File: src/rtl/risc_trace_ctrl.sv
// risc_trace_ctrl
// ---------------
// Drives a RISC core through a bounded run and records a per-cycle trace of
// its fetch address, fetched instruction and register write data.
//
// Run sequence: IDLE --start--> RESET (core held in reset for RST_CYCLES)
// --> RUN (one trace entry per cycle) --> DONE (run ended by a PC stall, by
// the cycle budget, or both). In DONE the trace is read back oldest-first
// with rd_en. A new start from DONE discards the old trace and runs again.
//
// Ports
//   clk, rst              clock; asynchronous active-low reset
//   start                 one-cycle pulse, honoured in IDLE or DONE only
//   pc_i, instr_i, wdata_i  core signals sampled every RUN cycle
//   rd_en                 pop the oldest trace entry (DONE only)
//   core_rst              active-high reset to the core (low only in RUN)
//   running, done         state indicators for RUN and DONE
//   halt_det, timeout     sticky run-exit causes (PC stall / cycle budget)
//   overflow              sticky: an entry was overwritten by a newer one
//   cycle_cnt             RUN cycles elapsed in the current run
//   count                 valid entries currently held
//   rd_valid              one-cycle pulse; rd_pc/rd_instr/rd_wdata hold the
//                         popped entry (and keep it until the next pop)
module risc_trace_ctrl #(
  parameter int DATA_W      = 32,
  parameter int ADDR_W      = 32,
  parameter int DEPTH       = 16,
  parameter int RST_CYCLES  = 1,
  parameter int MAX_CYCLES  = 10,
  parameter int STALL_LIMIT = 4
) (
  input  logic                     clk,
  input  logic                     rst,
  input  logic                     start,
  input  logic [ADDR_W-1:0]        pc_i,
  input  logic [DATA_W-1:0]        instr_i,
  input  logic [DATA_W-1:0]        wdata_i,
  input  logic                     rd_en,
  output logic                     core_rst,
  output logic                     running,
  output logic                     done,
  output logic                     halt_det,
  output logic                     timeout,
  output logic                     overflow,
  output logic [31:0]              cycle_cnt,
  output logic [$clog2(DEPTH):0]   count,
  output logic                     rd_valid,
  output logic [ADDR_W-1:0]        rd_pc,
  output logic [DATA_W-1:0]        rd_instr,
  output logic [DATA_W-1:0]        rd_wdata
);

  localparam int PTR_W = $clog2(DEPTH);
  localparam int CNT_W = PTR_W + 1;

  localparam logic [1:0] S_IDLE  = 2'd0;
  localparam logic [1:0] S_RESET = 2'd1;
  localparam logic [1:0] S_RUN   = 2'd2;
  localparam logic [1:0] S_DONE  = 2'd3;

  logic [1:0]        state;
  logic [31:0]       rst_cnt;
  logic [PTR_W-1:0]  wr_ptr;
  logic [PTR_W-1:0]  rd_ptr;
  logic [31:0]       stall_cnt;
  logic [ADDR_W-1:0] prev_pc;
  logic              first_run;

  logic [ADDR_W-1:0] mem_pc    [DEPTH];
  logic [DATA_W-1:0] mem_instr [DEPTH];
  logic [DATA_W-1:0] mem_wdata [DEPTH];

  logic        full;
  logic        pop_ok;
  logic [31:0] stall_nxt;
  logic [31:0] cycle_nxt;
  logic        hit_halt;
  logic        hit_budget;

  // NOTE: every signal assigned in always_comb gets a value on every path
  // (defaults first), otherwise synthesis infers a latch.
  always_comb begin
    stall_nxt = 32'd0;
    if (!first_run && (pc_i == prev_pc)) begin
      stall_nxt = stall_cnt + 32'd1;
    end
    cycle_nxt  = cycle_cnt + 32'd1;
    hit_halt   = (stall_nxt >= 32'(STALL_LIMIT));
    hit_budget = (cycle_nxt >= 32'(MAX_CYCLES));
    full       = (count == CNT_W'(DEPTH));
    // A start in DONE wins over a simultaneous pop: the trace is discarded.
    pop_ok     = (state == S_DONE) && rd_en && (count != '0) && !start;
  end

  assign core_rst = (state != S_RUN);
  assign running  = (state == S_RUN);
  assign done     = (state == S_DONE);

  // NOTE: trace storage has no reset; count and the pointers define which
  // entries are meaningful, so clearing the array would only cost logic.
  always_ff @(posedge clk) begin
    if (state == S_RUN) begin
      mem_pc[wr_ptr]    <= pc_i;
      mem_instr[wr_ptr] <= instr_i;
      mem_wdata[wr_ptr] <= wdata_i;
    end
  end

  // NOTE: sequential state is updated with non-blocking assignments only, so
  // every register sees the pre-edge values of the others.
  always_ff @(posedge clk or negedge rst) begin
    if (!rst) begin
      state     <= S_IDLE;
      rst_cnt   <= '0;
      wr_ptr    <= '0;
      rd_ptr    <= '0;
      count     <= '0;
      stall_cnt <= '0;
      prev_pc   <= '0;
      first_run <= 1'b1;
      cycle_cnt <= '0;
      halt_det  <= 1'b0;
      timeout   <= 1'b0;
      overflow  <= 1'b0;
      rd_valid  <= 1'b0;
      rd_pc     <= '0;
      rd_instr  <= '0;
      rd_wdata  <= '0;
    end else begin
      rd_valid <= 1'b0;
      case (state)
        S_IDLE, S_DONE: begin
          if (start) begin
            state     <= S_RESET;
            rst_cnt   <= '0;
            wr_ptr    <= '0;
            rd_ptr    <= '0;
            count     <= '0;
            stall_cnt <= '0;
            first_run <= 1'b1;
            cycle_cnt <= '0;
            halt_det  <= 1'b0;
            timeout   <= 1'b0;
            overflow  <= 1'b0;
          end else if (pop_ok) begin
            rd_valid <= 1'b1;
            rd_pc    <= mem_pc[rd_ptr];
            rd_instr <= mem_instr[rd_ptr];
            rd_wdata <= mem_wdata[rd_ptr];
            rd_ptr   <= rd_ptr + 1'b1;
            count    <= count - 1'b1;
          end
        end

        S_RESET: begin
          if (rst_cnt == 32'(RST_CYCLES - 1)) begin
            state <= S_RUN;
          end else begin
            rst_cnt <= rst_cnt + 32'd1;
          end
        end

        S_RUN: begin
          // The exiting cycle is still captured: the write happens
          // unconditionally here, and the state change takes effect after.
          wr_ptr    <= wr_ptr + 1'b1;
          cycle_cnt <= cycle_nxt;
          stall_cnt <= stall_nxt;
          prev_pc   <= pc_i;
          first_run <= 1'b0;
          if (full) begin
            // Oldest entry is overwritten: drop it by advancing the reader.
            rd_ptr   <= rd_ptr + 1'b1;
            overflow <= 1'b1;
          end else begin
            count <= count + 1'b1;
          end
          if (hit_halt) begin
            halt_det <= 1'b1;
          end
          if (hit_budget) begin
            timeout <= 1'b1;
          end
          if (hit_halt || hit_budget) begin
            state <= S_DONE;
          end
        end

        default: state <= S_IDLE;
      endcase
    end
  end

endmodule

File: config.mk
export PLATFORM = sky130hd
export DESIGN_NAME = risc_trace_ctrl
export DESIGN_NICKNAME = d
export VERILOG_FILES = /design/src/rtl/risc_trace_ctrl.sv
export SDC_FILE = /design/constraint.sdc
export NUM_CORES = 2
export LEC_CHECK = 0
export CORE_MARGIN = 1.5
export CORE_UTILIZATION = 30
export CTS_BUF_LIST = sky130_fd_sc_hd__clkbuf_8
export DETAILED_ROUTE_END_ITERATION = 6
export GPL_TIMING_DRIVEN = 0
export PLACE_DENSITY_LB_ADDON = 0.15
export SLEW_MARGIN = 20
export SYNTH_ARGS = -nofsm -noshare
export SYNTH_HDL_FRONTEND = slang
export SYNTH_SLANG_ARGS = --single-unit
File: constraint.sdc
create_clock -name clk -period 9.7 [get_ports clk]
set_input_delay 2.425 -clock clk [delete_from_list [all_inputs] [get_ports clk]]
set_output_delay 2.425 -clock clk [all_outputs]
set_load 0.01 [all_outputs]
Word-level counts from Yosys, hierarchy flattened
Memory sizes are Yosys's and may differ from the RTL's. A register that Yosys moved wholly into a read port is not among the register bits.
Index checks and enable logic that the tools add are counted.

word-level totals
  RAM bits = 1536
  memories = 3
  flip-flop bits (word level) = 148
  output and inout bits = 140

memory list
  memory     depth  width  read ports  clocked after memory_dff  write ports  RTL line  RTL
  mem_instr  16     32     1           1                         1            70        logic [DATA_W-1:0] mem_instr [DEPTH];
  mem_pc     16     32     1           1                         1            69        logic [ADDR_W-1:0] mem_pc [DEPTH];
  mem_wdata  16     32     1           1                         1            71        logic [DATA_W-1:0] mem_wdata [DEPTH];

cells by class
  reduce and logical (&&, ||, !) cells = 25
  bitwise gates (word level) = 1
  multiplexer cells = 34
  order comparisons = 2
  equal/unequal tests = 15
  add/sub/neg operators = 7

operator list
  kind                   count
  $pmux 32 s2            3
  $add 32x1->32 const B  3
  $mux 32                3
  $eq 32x32->1           1
  $ge 32x3->1 const B    1
  $ge 32x4->1 const B    1
  $logic_not 32->1       1
  $reduce_and 3->1       8
  $mux 4                 4
  $pmux 4 s2             2
  $mux 5                 3
  $mux 1                 10
  $ne 2x2->1 const B     5
  $pmux 5 s2             1
  $add 4x1->4 const B    2
  $ne 2x1->1 const B     4
  $pmux 1 s2             4
  $mux 2                 3
  $pmux 2 s3             1
  $add 5x1->5 const B    1
  $eq 5x5->1 const B     1
  $logic_not 1->1        5
  $reduce_bool 5->1      1
  $sub 5x1->5 const B    1
  10 further kinds       15

Logic depth before layout (Yosys ltp)
  depth after elaboration = 7
  depth in mapped cells = 12

Least setup slack after synthesis
OpenSTA, ideal clock, no wires.

  kind = flip-flop to flip-flop
  start = register state[0]
  end = memory mem_instr[10][0], enable pin
  required time = 9012 ps
  setup slack = 580 ps
  data arrival time = 8432 ps
  cell stages (with the launch flop) = 8
  period minus slack after synthesis = 9120 ps
  setup time = 688 ps
  cell sequence = dfrtp_1 inv_1 ha_1 buf_6 buf_6 clkbuf_1 nand2_1 nor3b_1

between the ends
  word-level cells in the longest chain between the ends = 3

RTL lines
  what                          RTL line  RTL
  start: declaration            61        logic [1:0] state;
  start signal: assignment      113       state <= S_IDLE;
  start signal: assignment      134       state <= S_RESET;
  start signal: assignment      157       state <= S_RUN;
  $eq 2x2->1                    --
  named net running             40        output logic running,
  $mux 1                        102       if (state == S_RUN) begin
  $mux 1 (not written as such)  104       mem_instr[wr_ptr] <= instr_i;
  end: declaration              70

The timed path passes the listed nets, and every way through them passes these cells.

Worst setup path in the final report
  start = input pc_i[2]
  end = register state[0]

between the ends
  word-level cells in the longest chain between the ends = 7

RTL lines
  what                               RTL line  RTL
  start: declaration                 35        input logic [ADDR_W-1:0] pc_i,
  $eq 32x32->1                       84        if (!first_run && (pc_i == prev_pc)) begin
  $logic_and 1x1->1                  84
  $mux 32                            84
  $ge 32x3->1                        88        hit_halt = (stall_nxt >= 32'(STALL_LIMIT));
  $logic_or 1x1->1                   184       if (hit_halt || hit_budget) begin
  $ne 2x1->1 (no source line)        --
  $reduce_and 3->1 (no source line)  --
  end signal: assignment             113
  end signal: assignment             185       state <= S_DONE;
  end signal: assignment             189       default: state <= S_IDLE;

Every way passes these cells.
A chain may end at the register's enable or synchronous reset.

==> reports/qor.tcl <==
set qor(numPlacedInstances) 7699
set qor(clock_tree_from_tritoncts) {built}
set qor(clock_sinks) 1780
set qor(cts_buffers) 333
set qor(critical_path.top_delay_family) {buffers and inverters}
set qor(rsz0062_at_grt) {false}
set qor(synth-edff-count) 1536
set qor(crit_path_end_kind) {flip-flop}
set qor(ys_warn_count) 0
set qor(num_io_pins) 240
set qor(synth-main-ff-cell) {edfxtp_1}
set qor(criticalPathCategory) {input port to flip-flop}
set qor(post_layout_nonfiller_instances) 8286
set qor(min_period_ns) 5.614
set qor(routed_wl_um) 214800
set qor(yosys-top-cells-area) {edfxtp_1, dfrtp_1, mux4_2}
set qor(synthArstFlopShare_pct) 13.71
set qor(detail_route.first_pass.iterations) 6
set qor(postSynthCellCount) 4183
set qor(slowest_stage) {clkdlybuf4s50_1}
set qor(critical_path_buf_inv_count) 3
set qor(crit_required_ns) 10.64
set qor(gpl.final_weighted_congestion) 0.8057
set qor(postCtsHoldBufs) 0
set qor(drive_gt1_share_pct) 18.14
set qor(worstPathCellList) {clkdlybuf4s50_1, xor2_1, nor4_1, nand4_1, or4_1, nor4_2, buf_4, clkbuf_1, o41ai_4, a31oi_2, mux2i_1}
set qor(seq_area_frac_synth_pct) 73.84
set qor(postCtsSetupBuffers) 0
set qor(syn-mean-instance-area_um2) 16.91
set qor(dieArea_mm2) 0.2387
set qor(initial_standard_cell_utilization_of_the_core_pct) 30.14
set qor(vias_per_cell) 4.926
set qor(area_delta_synth_final_pct) 19.95
set qor(design.core.area_mm2) 0.2347
set qor(power.sequential.fraction_pct) 42.8
set qor(crit_path_start_kind) {input port}
set qor(switchingPower_mw) 6.736
set qor(finalWorstSetupSlack_ns) 4.086
set qor(combPwrFrac_pct) 25.9
set qor(clkLatencyLatePin_ns) 1.03
set qor(timing.clock.skew_ns) 0.09154
set qor(static-leakage-power_nw) 28.19
set qor(finalMaxSlewViolations) 0
set qor(cts.reportedPaths.clkPinSlew_ns) 0.06
set qor(peakVddDrop_uv) 108.2
set qor(cts.htree.levels) 5
set qor(cts_root_buf) {clkbuf_8}
set qor(synth_largest_area_cell) {edfxtp_1}
set qor(area_of_the_multi_input_gates_mm2) 0.01754
set qor(max-slew-margin-rel_pct) 20.96
set qor(rows) 178
set qor(grt-ovfl-total) 0
set qor(max_cap_violations) 0
set qor(fillers) 22320
set qor(final_routed_drc_violation_total) 0
set qor(finalHoldViolations) 0
set qor(via_count) 40820
set qor(groute.layer.met2.usage_pct) 29.18
set qor(cellPowerDensity_mw_per_mm2) 249.4
set qor(critPathMaxFanout) 18
set qor(area_of_the_mapped_netlist_mm2) 0.07074
set qor(num-nets-final) 5001
set qor(ant_nets) 0
set qor(run_status) {completed}
set qor(cts_repair_resize_count) 0
set qor(netSwitchingFraction_pct) 31.83
set qor(place_hpwl_um) 143200
set qor(critical-path-max-stage-delay_ns) 0.82
set qor(timing.final.crit_share_pct) 57.88
set qor(dp_worst_setup_slack_ns) 3.052
set qor(dr.first_iter.drc_count) 3325
set qor(synth_cell_type_count) 69
set qor(synth_seq_cells) 1780
set qor(gr-max-usage-layer) {met2}
set qor(synthDominantCellAreaShare_pct) 65.20
set qor(final_cell_area_mm2) 0.08485
set qor(internal_power_mw) 14.43
set qor(worst_pin_slew_ns) 1.186
set qor(seqCellArea_mm2) 0.05223
set qor(p_total_mw) 21.16
set qor(grt_pass1_vias) 41620
set qor(cts_max_path_buffers) 4
set qor(postPlaceCellArea_mm2) 0.07887
set qor(cp_data_arrival_time_ns) 6.55
set qor(grt_util_all_layers_pct) 17.88
set qor(timing.hold.ws_ns) 0.4753
set qor(share_clk_of_total_power_pct) 31.3
set qor(route.detailed.wl_per_inst_um) 25.93
set qor(setup-violations-final) 0
set qor(dieWidth_um) 488.6
set qor(holdCritPathClass) {flip-flop to flip-flop}
set qor(portBuffers) 238
set qor(synth_nets) 4300
set qor(grt_pass1_wl_um) 305200
set qor(r2r_slack_ns) 4.99
set qor(initial_antenna_violation_count) 42
set qor(grt.met1_usage_pct) 24.03
set qor(maximum_number_of_pins_on_one_net_before_global_route_repair) 80
set qor(use_met3_pct) 3.542
set qor(max_freq_mhz) 178.1
set qor(fp.dieH_um) 488.6
set qor(reg.largest.list) {mem_instr: 512 flops, mem_pc: 512 flops, mem_wdata: 512 flops}
## layer usage
| layer | routed length, µm | up-vias |
|---|---|---|
| li1 | - | 18090 |
| met1 | 94090 | 21120 |
| met2 | 102000 | 1245 |
| met3 | 12800 | 339 |
| met4 | 5754 | 26 |
| met5 | 180 | - |
## final timing paths
check,start,end,cells after the start
min in group asynchronous,rst,rd_instr[22],1
hold / removal,rd_wdata[23],rd_wdata[23],2
hold reg to reg,rd_wdata[23],rd_wdata[23],2
max in group asynchronous,rst,stall_cnt[5],4
setup / recovery,pc_i[2],state[0],11
setup reg to reg,state[0],mem_pc[11][8],14
## cells in the mapped netlist, types with 6 or more instances
library cell  instances
and4_1                8
a31oi_1              15
edfxtp_1           1536
o31ai_1              28
nand3_1              56
and2_1               14
o221ai_1            192
clkbuf_1            182
o41ai_1               9
ha_1                 17
dfrtp_1             243
nor3_1               17
or3_1                 7
mux2i_1             294
and3_1               37
nor4_1               23
nand4_1              39
buf_2                10
xor2_1               45
xnor2_1              40
mux4_2              192
a21oi_1             140
inv_1                21
nand2b_1              6
mux2_2              130
nor2_1               86
nor3b_1               6
nand2_1             386
buf_1                48
o21ai_0             297
## power by group through the flow
stage	clock [mW]	sequential (mW)	combinational, mW
floorplan	0	9.21	3.02
global placement	0	9.27	5.49
detailed placement	0	9.22	5.59
CTS	6.85	9.07	5.61
global route	7.19	9.10	5.91
finish	6.63	9.06	5.47
## cells in the final DEF (no fill, tap or decap), types with 27 or more instances in the layout
cell type        instances
nand2_1                386
a21oi_1                139
xor2_1                  45
clkbuf_8               363
nand4_1                 39
clkinv_1                61
o31ai_1                 28
o21ai_0                297
clkdlybuf4s50_1        237
mux2_2                 130
mux2i_1                294
nor2_1                  86
and3_1                  29
dfrtp_1                243
buf_4                   76
nand3_1                 56
buf_1                   28
buf_16                  27
inv_1                  149
clkbuf_1               166
o221ai_1               192
edfxtp_1              1536
xnor2_1                 40
mux4_2                 192
## worst min-delay path, stage by stage (launching register included)
cell and delay (ns):
dfrtp_1 0.33, nand2_1 0.05, o21ai_0 0.06
## cell type report
cell class / instances / share of cell area, %
Clock buffer: 363 / 5.888
Clock inverter: 219 / 1.128
Multi-Input combinational cell: 2136 / 20.67
Antenna cell: 5 / 0.01475
Sequential cell: 1780 / 61.56
Inverter: 21 / 0.09290
Timing Repair Buffer: 366 / 4.806
Tap cell: 3150 / 4.645
Buffer: 246 / 1.200
## kinds of logic (layout without fill, tap and decap cells)
kind of cell / count (synthesis) / in the layout / share of synthesized area [%]
other cells: 0 / 5 / 0
buf+inv: 267 / 1215 / 1.487
fa+ha+maj: 17 / 17 / 0.3007
mux: 616 / 616 / 12.34
xor+xnor: 85 / 85 / 1.052
compound gates: 712 / 712 / 6.389
flops: 1780 / 1780 / 73.84
simple gates: 706 / 706 / 4.593
## through the flow
step / util [%] / TNS [ns]
floorplan: - / 0
global placement: 32.83 / -7346.20
detailed placement: 33.60 / 0
CTS: 36.14 / 0
global route: 36.14 / 0
finish: 36.15 / 0
(Power assumes the default switching activity.)
